## config.mk

```make
export PLATFORM = sky130hd
export DESIGN_NAME = decode_dispatch_queue
export DESIGN_NICKNAME = d
export VERILOG_FILES = /design/src/rtl/decode_pkg.sv /design/src/rtl/instr_decoder.sv /design/src/rtl/decode_dispatch_queue.sv
export SDC_FILE = /design/constraint.sdc
export NUM_CORES = 1
export LEC_CHECK = 0
export CELL_PAD_IN_SITES_DETAIL_PLACEMENT = 1
export CELL_PAD_IN_SITES_GLOBAL_PLACEMENT = 2
export CORE_ASPECT_RATIO = 1.75
export CORE_UTILIZATION = 40
export DETAILED_ROUTE_END_ITERATION = 8
export PLACE_DENSITY = 0.84
export SLEW_MARGIN = 5
export SYNTH_ARGS = -nofsm -noshare
export SYNTH_HDL_FRONTEND = slang
export SYNTH_HIERARCHICAL = 1
export SYNTH_SLANG_ARGS = --single-unit
export TNS_END_PERCENT = 50
```

## constraint.sdc

```tcl
create_clock -name clk -period 3.85 [get_ports clk]
set_input_delay 0.77 -clock clk [delete_from_list [all_inputs] [get_ports clk]]
set_output_delay 0.77 -clock clk [all_outputs]
set_load 0.005 [all_outputs]
```

## src/rtl/decode_pkg.sv

```systemverilog
// decode_pkg: shared types and constants for the decode/dispatch queue.
// Holds the op-class enum, ALU control codes, RV32 opcodes and the decoded
// record that travels through the queue.
package decode_pkg;

  // Width of the PC and immediate fields carried in a decoded record.
  localparam int DEC_XLEN = 32;

  typedef enum logic [2:0] {
    CLS_NONE    = 3'd0,
    CLS_ALU     = 3'd1,
    CLS_LOAD    = 3'd2,
    CLS_STORE   = 3'd3,
    CLS_BRANCH  = 3'd4,
    CLS_JAL     = 3'd5,
    CLS_ILLEGAL = 3'd7
  } op_cls_e;

  localparam logic [3:0] ALU_ADD  = 4'b0000;
  localparam logic [3:0] ALU_SUB  = 4'b0001;
  localparam logic [3:0] ALU_AND  = 4'b0010;
  localparam logic [3:0] ALU_OR   = 4'b0011;
  localparam logic [3:0] ALU_XOR  = 4'b0100;
  localparam logic [3:0] ALU_SLT  = 4'b0101;
  localparam logic [3:0] ALU_SLTU = 4'b0110;
  localparam logic [3:0] ALU_SLL  = 4'b0111;
  localparam logic [3:0] ALU_SRL  = 4'b1000;
  localparam logic [3:0] ALU_SRA  = 4'b1001;

  localparam logic [6:0] OPC_LOAD   = 7'b0000011;
  localparam logic [6:0] OPC_STORE  = 7'b0100011;
  localparam logic [6:0] OPC_OP     = 7'b0110011;
  localparam logic [6:0] OPC_OP_IMM = 7'b0010011;
  localparam logic [6:0] OPC_BRANCH = 7'b1100011;
  localparam logic [6:0] OPC_JAL    = 7'b1101111;

  typedef struct packed {
    op_cls_e               cls;
    logic [3:0]            aluctl;
    logic [2:0]            funct3;
    logic [4:0]            rd;
    logic [4:0]            rs1;
    logic [4:0]            rs2;
    logic [DEC_XLEN-1:0]   imm;
    logic [DEC_XLEN-1:0]   pc;
    logic                  illegal;
  } dec_rec_t;

endpackage

```

## src/rtl/instr_decoder.sv

```systemverilog
// instr_decoder: combinational RV32 decode of one raw instruction into a
// dec_rec_t. Optional feature macro: RV32I_FULL_ALU_EN (adds XOR, SLTU and
// the shifts; without it those funct3 values decode as ILLEGAL).
import decode_pkg::*;

module instr_decoder (
  input  logic [31:0]         instr,
  input  logic [DEC_XLEN-1:0] pc,
  output dec_rec_t            rec
);

  logic [DEC_XLEN-1:0] imm_i;
  logic [DEC_XLEN-1:0] imm_s;
  logic [DEC_XLEN-1:0] imm_b;
  logic [DEC_XLEN-1:0] imm_j;
  logic [2:0]          funct3;
  logic                is_imm;

  assign funct3 = instr[14:12];
  // OP-IMM and OP differ only in opcode bit 5.
  assign is_imm = ~instr[5];

  assign imm_i = {{(DEC_XLEN-12){instr[31]}}, instr[31:20]};
  assign imm_s = {{(DEC_XLEN-12){instr[31]}}, instr[31:25], instr[11:7]};
  assign imm_b = {{(DEC_XLEN-13){instr[31]}}, instr[31], instr[7],
                  instr[30:25], instr[11:8], 1'b0};
  assign imm_j = {{(DEC_XLEN-21){instr[31]}}, instr[31], instr[19:12],
                  instr[20], instr[30:21], 1'b0};

  logic bad;

  // Decode opcode and funct3 into the record; any unknown encoding collapses
  // to a zeroed ILLEGAL record that keeps only the PC.
  always_comb begin
    // NOTE: every field gets a default before the case so no path leaves a
    // value unassigned, which would otherwise infer a latch.
    rec        = '0;
    bad        = 1'b0;
    rec.pc     = pc;
    rec.funct3 = funct3;
    rec.rd     = instr[11:7];
    rec.rs1    = instr[19:15];
    rec.rs2    = instr[24:20];
    case (instr[6:0])
      OPC_LOAD: begin
        rec.cls    = CLS_LOAD;
        rec.aluctl = ALU_ADD;
        rec.imm    = imm_i;
      end
      OPC_STORE: begin
        rec.cls    = CLS_STORE;
        rec.aluctl = ALU_ADD;
        rec.imm    = imm_s;
        rec.rd     = '0;
      end
      OPC_BRANCH: begin
        rec.cls    = CLS_BRANCH;
        rec.aluctl = ALU_SUB;
        rec.imm    = imm_b;
        rec.rd     = '0;
      end
      OPC_JAL: begin
        rec.cls    = CLS_JAL;
        rec.aluctl = ALU_ADD;
        rec.imm    = imm_j;
        rec.rs1    = '0;
        rec.rs2    = '0;
      end
      OPC_OP, OPC_OP_IMM: begin
        rec.cls = CLS_ALU;
        rec.imm = is_imm ? imm_i : '0;
        case (funct3)
          // ADDI has no SUB form, so instr[30] only matters for R-type.
          3'b000: rec.aluctl = (!is_imm && instr[30]) ? ALU_SUB : ALU_ADD;
          3'b010: rec.aluctl = ALU_SLT;
          3'b110: rec.aluctl = ALU_OR;
          3'b111: rec.aluctl = ALU_AND;
`ifdef RV32I_FULL_ALU_EN
          3'b001: begin
            rec.aluctl = ALU_SLL;
            rec.imm    = is_imm ? {{(DEC_XLEN-5){1'b0}}, instr[24:20]} : '0;
          end
          3'b011: rec.aluctl = ALU_SLTU;
          3'b100: rec.aluctl = ALU_XOR;
          3'b101: begin
            rec.aluctl = instr[30] ? ALU_SRA : ALU_SRL;
            rec.imm    = is_imm ? {{(DEC_XLEN-5){1'b0}}, instr[24:20]} : '0;
          end
`endif
          default: bad = 1'b1;
        endcase
      end
      default: bad = 1'b1;
    endcase
    if (bad) begin
      rec         = '0;
      rec.pc      = pc;
      rec.cls     = CLS_ILLEGAL;
      rec.illegal = 1'b1;
    end
  end

endmodule

```

## src/rtl/decode_dispatch_queue.sv

```systemverilog
// decode_dispatch_queue: decodes fetched RV32 instructions and buffers the
// decoded records in a DEPTH-entry FIFO ahead of reservation-station
// dispatch. Optional feature macro RV32I_FULL_ALU_EN lives in instr_decoder.
import decode_pkg::*;

module decode_dispatch_queue #(
  parameter int DEPTH = 4,
  parameter int XLEN  = DEC_XLEN
) (
  input  logic            clk,
  input  logic            rst_n,
  input  logic            flush,
  input  logic            in_valid,
  output logic            in_ready,
  input  logic [31:0]     in_instr,
  input  logic [XLEN-1:0] in_pc,
  output logic            out_valid,
  input  logic            out_ready,
  output logic [2:0]      out_cls,
  output logic [3:0]      out_aluctl,
  output logic [2:0]      out_funct3,
  output logic [4:0]      out_rd,
  output logic [4:0]      out_rs1,
  output logic [4:0]      out_rs2,
  output logic [XLEN-1:0] out_imm,
  output logic [XLEN-1:0] out_pc,
  output logic            out_illegal
);

  localparam int              PW       = $clog2(DEPTH);
  localparam logic [PW:0]     FULL_CNT = (PW+1)'(DEPTH);

  dec_rec_t        mem [DEPTH];
  dec_rec_t        dec_rec;
  dec_rec_t        head;
  logic [PW-1:0]   wptr;
  logic [PW-1:0]   rptr;
  logic [PW:0]     count;
  logic            push;
  logic            pop;

  instr_decoder u_dec (
    .instr (in_instr),
    .pc    (in_pc),
    .rec   (dec_rec)
  );

  assign in_ready  = (count < FULL_CNT);
  assign out_valid = (count != '0);
  assign push      = in_valid & in_ready;
  assign pop       = out_valid & out_ready;

  // Pointer and occupancy tracking; flush empties the queue and wins over
  // any push or pop in the same cycle.
  always_ff @(posedge clk or negedge rst_n) begin
    if (!rst_n) begin
      wptr  <= '0;
      rptr  <= '0;
      count <= '0;
    end else if (flush) begin
      wptr  <= '0;
      rptr  <= '0;
      count <= '0;
    end else begin
      if (push) wptr <= wptr + 1'b1;
      if (pop)  rptr <= rptr + 1'b1;
      case ({push, pop})
        2'b10:   count <= count + 1'b1;
        2'b01:   count <= count - 1'b1;
        default: count <= count;
      endcase
    end
  end

  // Record storage written on every accepted push.
  // NOTE: the storage array has no reset; stale entries are never visible
  // because the head is masked whenever the queue is empty.
  always_ff @(posedge clk) begin
    if (push) mem[wptr] <= dec_rec;
  end

  assign head = out_valid ? mem[rptr] : '0;

  assign out_cls     = head.cls;
  assign out_aluctl  = head.aluctl;
  assign out_funct3  = head.funct3;
  assign out_rd      = head.rd;
  assign out_rs1     = head.rs1;
  assign out_rs2     = head.rs2;
  assign out_imm     = head.imm;
  assign out_pc      = head.pc;
  assign out_illegal = head.illegal;

endmodule

```

### Word level (Yosys, flattened, before mapping)

Memories as Yosys holds them, arrays and structs flattened.
Index checks and enable logic that the tools add are counted.

| operators by class | value |
|---|---|
| bitwise logic cells | 2 |
| mux-type cells | 19 |
| $add $sub $neg | 4 |
| equality and inequality tests | 11 |
| reduce and logical (&&, ||, !) cells | 10 |
| magnitude comparators | 1 |

Operators by type and width:

| operator | number |
|---|---|
| 2-to-1 mux 90 bit | 2 |
| one-hot mux 32 bit (5 select lines) | 1 |
| one-hot mux 7 bit (5 select lines) | 1 |
| 2-to-1 mux 32 bit | 1 |
| one-hot mux 4 bit (4 select lines) | 1 |
| equality test 7 x 6 -> 1 bit (second input constant) | 2 |
| equality test 7 bit (second input constant) | 2 |
| 2-to-1 mux 10 bit | 1 |
| 2-to-1 mux 2 bit | 4 |
| OR reduction 4 bit | 2 |
| equality test 7 x 2 -> 1 bit (second input constant) | 1 |
| equality test 7 x 5 -> 1 bit (second input constant) | 1 |
| equality test 3 bit (second input constant) | 2 |
| one-hot mux 3 bit (2 select lines) | 1 |
| nonzero test 3 bit | 2 |
| 2-to-1 mux 5 bit | 1 |
| adder 2 x 1 -> 2 bit (second input constant) | 2 |
| 2-to-1 mux 1 bit | 4 |
| nonzero test 2 bit | 2 |
| OR reduction 2 bit | 2 |
| adder 3 x 1 -> 3 bit (second input constant) | 1 |
| equality test 3 x 2 -> 1 bit (second input constant) | 1 |
| logical NOT 3 bit | 1 |
| less-than comparator 3 bit (second input constant) | 1 |
| 7 further kinds | 8 |

| storage, ports and cells | value |
|---|---|
| word-level logic and storage cells | 51 |
| input bits | 69 |
| bits in writable memories | 360 |
| memories kept | 1 |
| register bits | 7 |

Memory list:

| name | depth | bits a word | rd ports | clocked after Yosys merged registers in | wr ports | RTL line | RTL |
|---|---|---|---|---|---|---|---|
| mem | 4 | 90 | 1 | 0 | 1 | decode_dispatch_queue.sv:33 | `dec_rec_t mem [DEPTH];` |

### Depth between registers and ports, before layout

Gate-level depths: netlist of run 1.

| depth | value |
|---|---|
| depth in word-level cells | 5 |
| depth in mapped cells | 10 |
| mapped depth without buffers | 8 |

### Cells and area by module

Netlist of run 1, hierarchy kept.

Modules (own cells, without submodules):

| module | cells each | sequential area each (um^2) | area an instance (um^2) | times used |
|---|---|---|---|---|
| decode_dispatch_queue | 629 | 10985.5 | 14099.8 | 1 |
| instr_decoder | 139 | 0.0 | 950.9 | 1 |

### Least setup slack after synthesis of run 1

OpenSTA, ideal clock, no wires.

| path | value |
|---|---|
| kind | input to register |
| start | in in_valid |
| end | mem mem[0][0] in the netlist's numbering, enable pin |
| buffers on the path | 1 |
| stages on the path | 3 |
| data required time | 3391 ps |
| slack | 162 ps |
| data arrival time | 3229 ps |
| cell sequence | and2b_1 -> buf_2 -> and2_1 |

| on the way | value |
|---|---|
| longest elaborated chain between the ends | 3 |

RTL lines:

| what | RTL line | RTL |
|---|---|---|
| start, declared | decode_dispatch_queue.sv:13 | `input logic in_valid,` |
| bitwise AND 1 bit | decode_dispatch_queue.sv:50 | `assign push = in_valid & in_ready;` |
| 2-to-1 mux 1 bit | decode_dispatch_queue.sv:79 | `if (push) mem[wptr] <= dec_rec;` |
| 2-to-1 mux 1 bit (implied by the code) | decode_dispatch_queue.sv:79 |  |
| end, declared | decode_dispatch_queue.sv:33 |  |

No other way between the ends.

### Worst setup path in the final report of run 1

| path | value |
|---|---|
| start | reg rptr[0] |
| end | out out_imm[2] |

| on the way | value |
|---|---|
| longest elaborated chain between the ends | 2 |

RTL lines:

| what | RTL line | RTL |
|---|---|---|
| start, declared | decode_dispatch_queue.sv:37 | `logic [PW-1:0] rptr;` |
| start signal, assigned | decode_dispatch_queue.sv:66 | `if (pop) rptr <= rptr + 1'b1;` |
| memory (4 x 90 bit) | - |  |
| 2-to-1 mux 90 bit | decode_dispatch_queue.sv:82 | `assign head = out_valid ? mem[rptr] : '0;` |
| end, declared | decode_dispatch_queue.sv:25 | `output logic [XLEN-1:0] out_imm,` |

No other way between the ends.

==> impl_metrics.json, run 1 <==
{
  "crit_fanout": 45,
  "pwr_density_cell_nw_per_um2": 548,
  "cts_tree": "built",
  "drc_errors": 0,
  "tightest_slew_ns": 0.795,
  "clk_latency_ns": 0.52,
  "core_region_area_um2": 36900,
  "rr_startpoint": "count[0]",
  "area_growth_pct": 19.6,
  "grt_pass1_vias": 8163,
  "cts_setup_buffers": 0,
  "r2r_cells": 8,
  "htree_levels": 2,
  "ir_drop_uv": 476,
  "r2r_setup_slack_ns": 1.29,
  "cts_made_buffers": 34,
  "die_area_um2": 38400,
  "overflow": 0,
  "path_class": "register to output pin",
  "antenna_found_initial": 1,
  "period_needed_ns": 3.56,
  "die_h_um": 259,
  "finalMaxSlewViolations": 0,
  "drt_first_iter_violations": 431,
  "cts.sinks": 367,
  "ys_ff_latch": 367,
  "setup_tns_ns": 0,
  "port_buffers": 160,
  "syn_area_per_cell_um2": 19.6,
  "timing.rr.end": "count[2]",
  "drt-total-wl_um": 33000,
  "die_w_um": 149,
  "cap_violations": 0,
  "yosysWarnings": 6,
  "hpwl_um": 20200,
  "run_status": "finished clean",
  "setup_viol": 0,
  "syn_nets": 842,
  "cp_data_required_time_ns": 3.08,
  "end_kind": "output pin",
  "rsz0062_at_grt": "no",
  "cts_root_buf": "clkbuf_16",
  "ys.flop_type": "edfxtp_1",
  "fin_total_pwr_mw": 9.87,
  "holdWs_ns": 0.576,
  "clk_pin_slew_ns": 0.06,
  "vias": 7324,
  "ant_nets": 0,
  "post_cts_resize_count": 0,
  "syn_inst": 768,
  "place.gp.congestion": 0.769,
  "synthTopCellsByArea": "edfxtp_1 72%, mux4_2 13%, and2_1 3.9%",
  "drt-vias-per-instance": 5.24,
  "leakage_nw": 5.51,
  "yosysTopAreaCellShare_pct": 71.8,
  "yosysMostFrequentCell": "edfxtp_1",
  "rows": 93,
  "hold_class": "input pin to asynchronous set/reset pin",
  "synth_area_um2": 15100,
  "grt_start_max_net_pins": 69,
  "finClkSkew_ns": 0.0179,
  "synth_edf_count": 360,
  "period_share_pct": 92.4,
  "clock_path_buffers": 3,
  "async_flop_share_pct": 1.91,
  "nets": 973,
  "synthTopCellsByCount": "360 x edfxtp_1, 94 x and2_1, 90 x mux4_2",
  "ys_seq_area_share_pct": 73.0,
  "start_util_pct": 40.8,
  "final_util_pct": 48.8,
  "maxSlewHeadroom_pct": 47.0,
  "finalNonFillerCells": 1399,
  "dp.cells": 1338,
  "dr.pass1.iters": 4,
  "cts.hold.buffers_added": 0,
  "worstPathArrival_ns": 2.79,
  "hold_viol": 0,
  "grt_usage_pct": 17.7,
  "boundaryPins": 161,
  "critPathLaunchType": "register",
  "synthDistinctLibCells": 49,
  "yosys.area.top_type": "edfxtp_1",
  "wire_per_inst_um": 23.6,
  "grt_pass1_wl_um": 49700,
  "final_layout_size_suffix_gt1_share_pct": 19.2,
  "fmax_ghz": 0.281
}
-- power breakdown --
part           internal (mW)  switching, mW  total (mW)
registers               4.65         0.0823        4.74
logic                   1.08          0.848        1.92
clock network           1.80           1.41        3.21
total                   7.53           2.34        9.87
-- worst max-delay path by stage --
stage | startpoint | end | slack, ns
after floorplan | in_valid | mem[0][0] | 0.16
after global placement | in_instr[14] | mem[0][75] | 0.70
after detailed placement | in_instr[14] | mem[1][75] | 0.59
after CTS | rptr[0] | out_imm[2] | 0.21
after global routing | count[0] | out_cls[1] | 0.11
final | rptr[0] | out_imm[2] | 0.29
-- placed cells by master, fill, tap and decap left out, drive strengths merged, types with 2 or more instances in the layout --
cell type,n
edfxtp,360
clkdlybuf4s50,160
and2,94
mux4,90
clkbuf,39
nor2b,22
buf,19
nand2,18
a21oi,18
clkinv,16
nor2,13
o21ai,11
dfrtp,7
inv,6
nor3b,6
nand3,5
xnor2,4
ha,4
or3,3
nor3,3
xor2,2
nand2b,2
bufinv,2
a31oi,2
-- registers in the layout, indices dropped and copies added, names as in the netlist --
register	flops
count	3
wptr	2
rptr	2
mem	360
-- critical path: stages, from the launching register on --
cell	delay, ns
dfrtp_4	0.56
buf_12	0.38
mux4_2	0.61
and2_1	0.23
clkdlybuf4s50_1	0.46
-- per-stage QoR --
stage	worst slack [ns]	instance area, um2
after floorplan	0.162	15100
after global placement	0.702	17000
after detailed placement	0.586	17000
after CTS	0.207	18000
after global routing	0.109	18000
final	0.291	18000
-- final cells by class --
type                    count  area (um2)
fillers                  3372       18900
clock inverters            21         155
multi-input cells         313        3480
clock buffers              39         891
diodes                      1        2.50
inverters                   4        15.0
well taps                 475         594
flip-flops and latches    367       11000
repair buffers            179        1870
-- cell families (layout without fill, tap and decap cells) --
logic type	Yosys count	after routing	share of synthesized area, %
adders and majority gates	5	5	0.466
and+or+nand+nor	172	172	7.08
AOI/OAI and AO/OA	38	38	1.57
other	1	2	0.0249
muxes	91	91	13.5
xor gates and xnor gates	6	6	0.349
DFF	367	367	73.0
buffers and inverters	88	243	3.98
-- per-layer routing --
layer  global-route usage, %  up-vias  routed length, um
li1                        -     3226                  -
met1                    20.4     3884              12600
met2                    33.6      170              18600
met3                    2.17       44               1100
met4                    5.93        0                723
met5                       0        -                  0
Note: power is estimated with default switching activity, not from simulation.
==> run 2, diff against run 1 <==
--- a/config.mk
+++ b/config.mk
@@ -11,9 +11,10 @@
 export CORE_UTILIZATION = 40
 export DETAILED_ROUTE_END_ITERATION = 8
 export PLACE_DENSITY = 0.84
+export SKIP_LAST_GASP = 1
 export SLEW_MARGIN = 5
 export SYNTH_ARGS = -nofsm -noshare
 export SYNTH_HDL_FRONTEND = slang
 export SYNTH_HIERARCHICAL = 1
 export SYNTH_SLANG_ARGS = --single-unit
-export TNS_END_PERCENT = 50
+export TNS_END_PERCENT = 5
==> results of run 2 <==
Same layout as run 1: the final DEF is identical, and so are final timing and power.
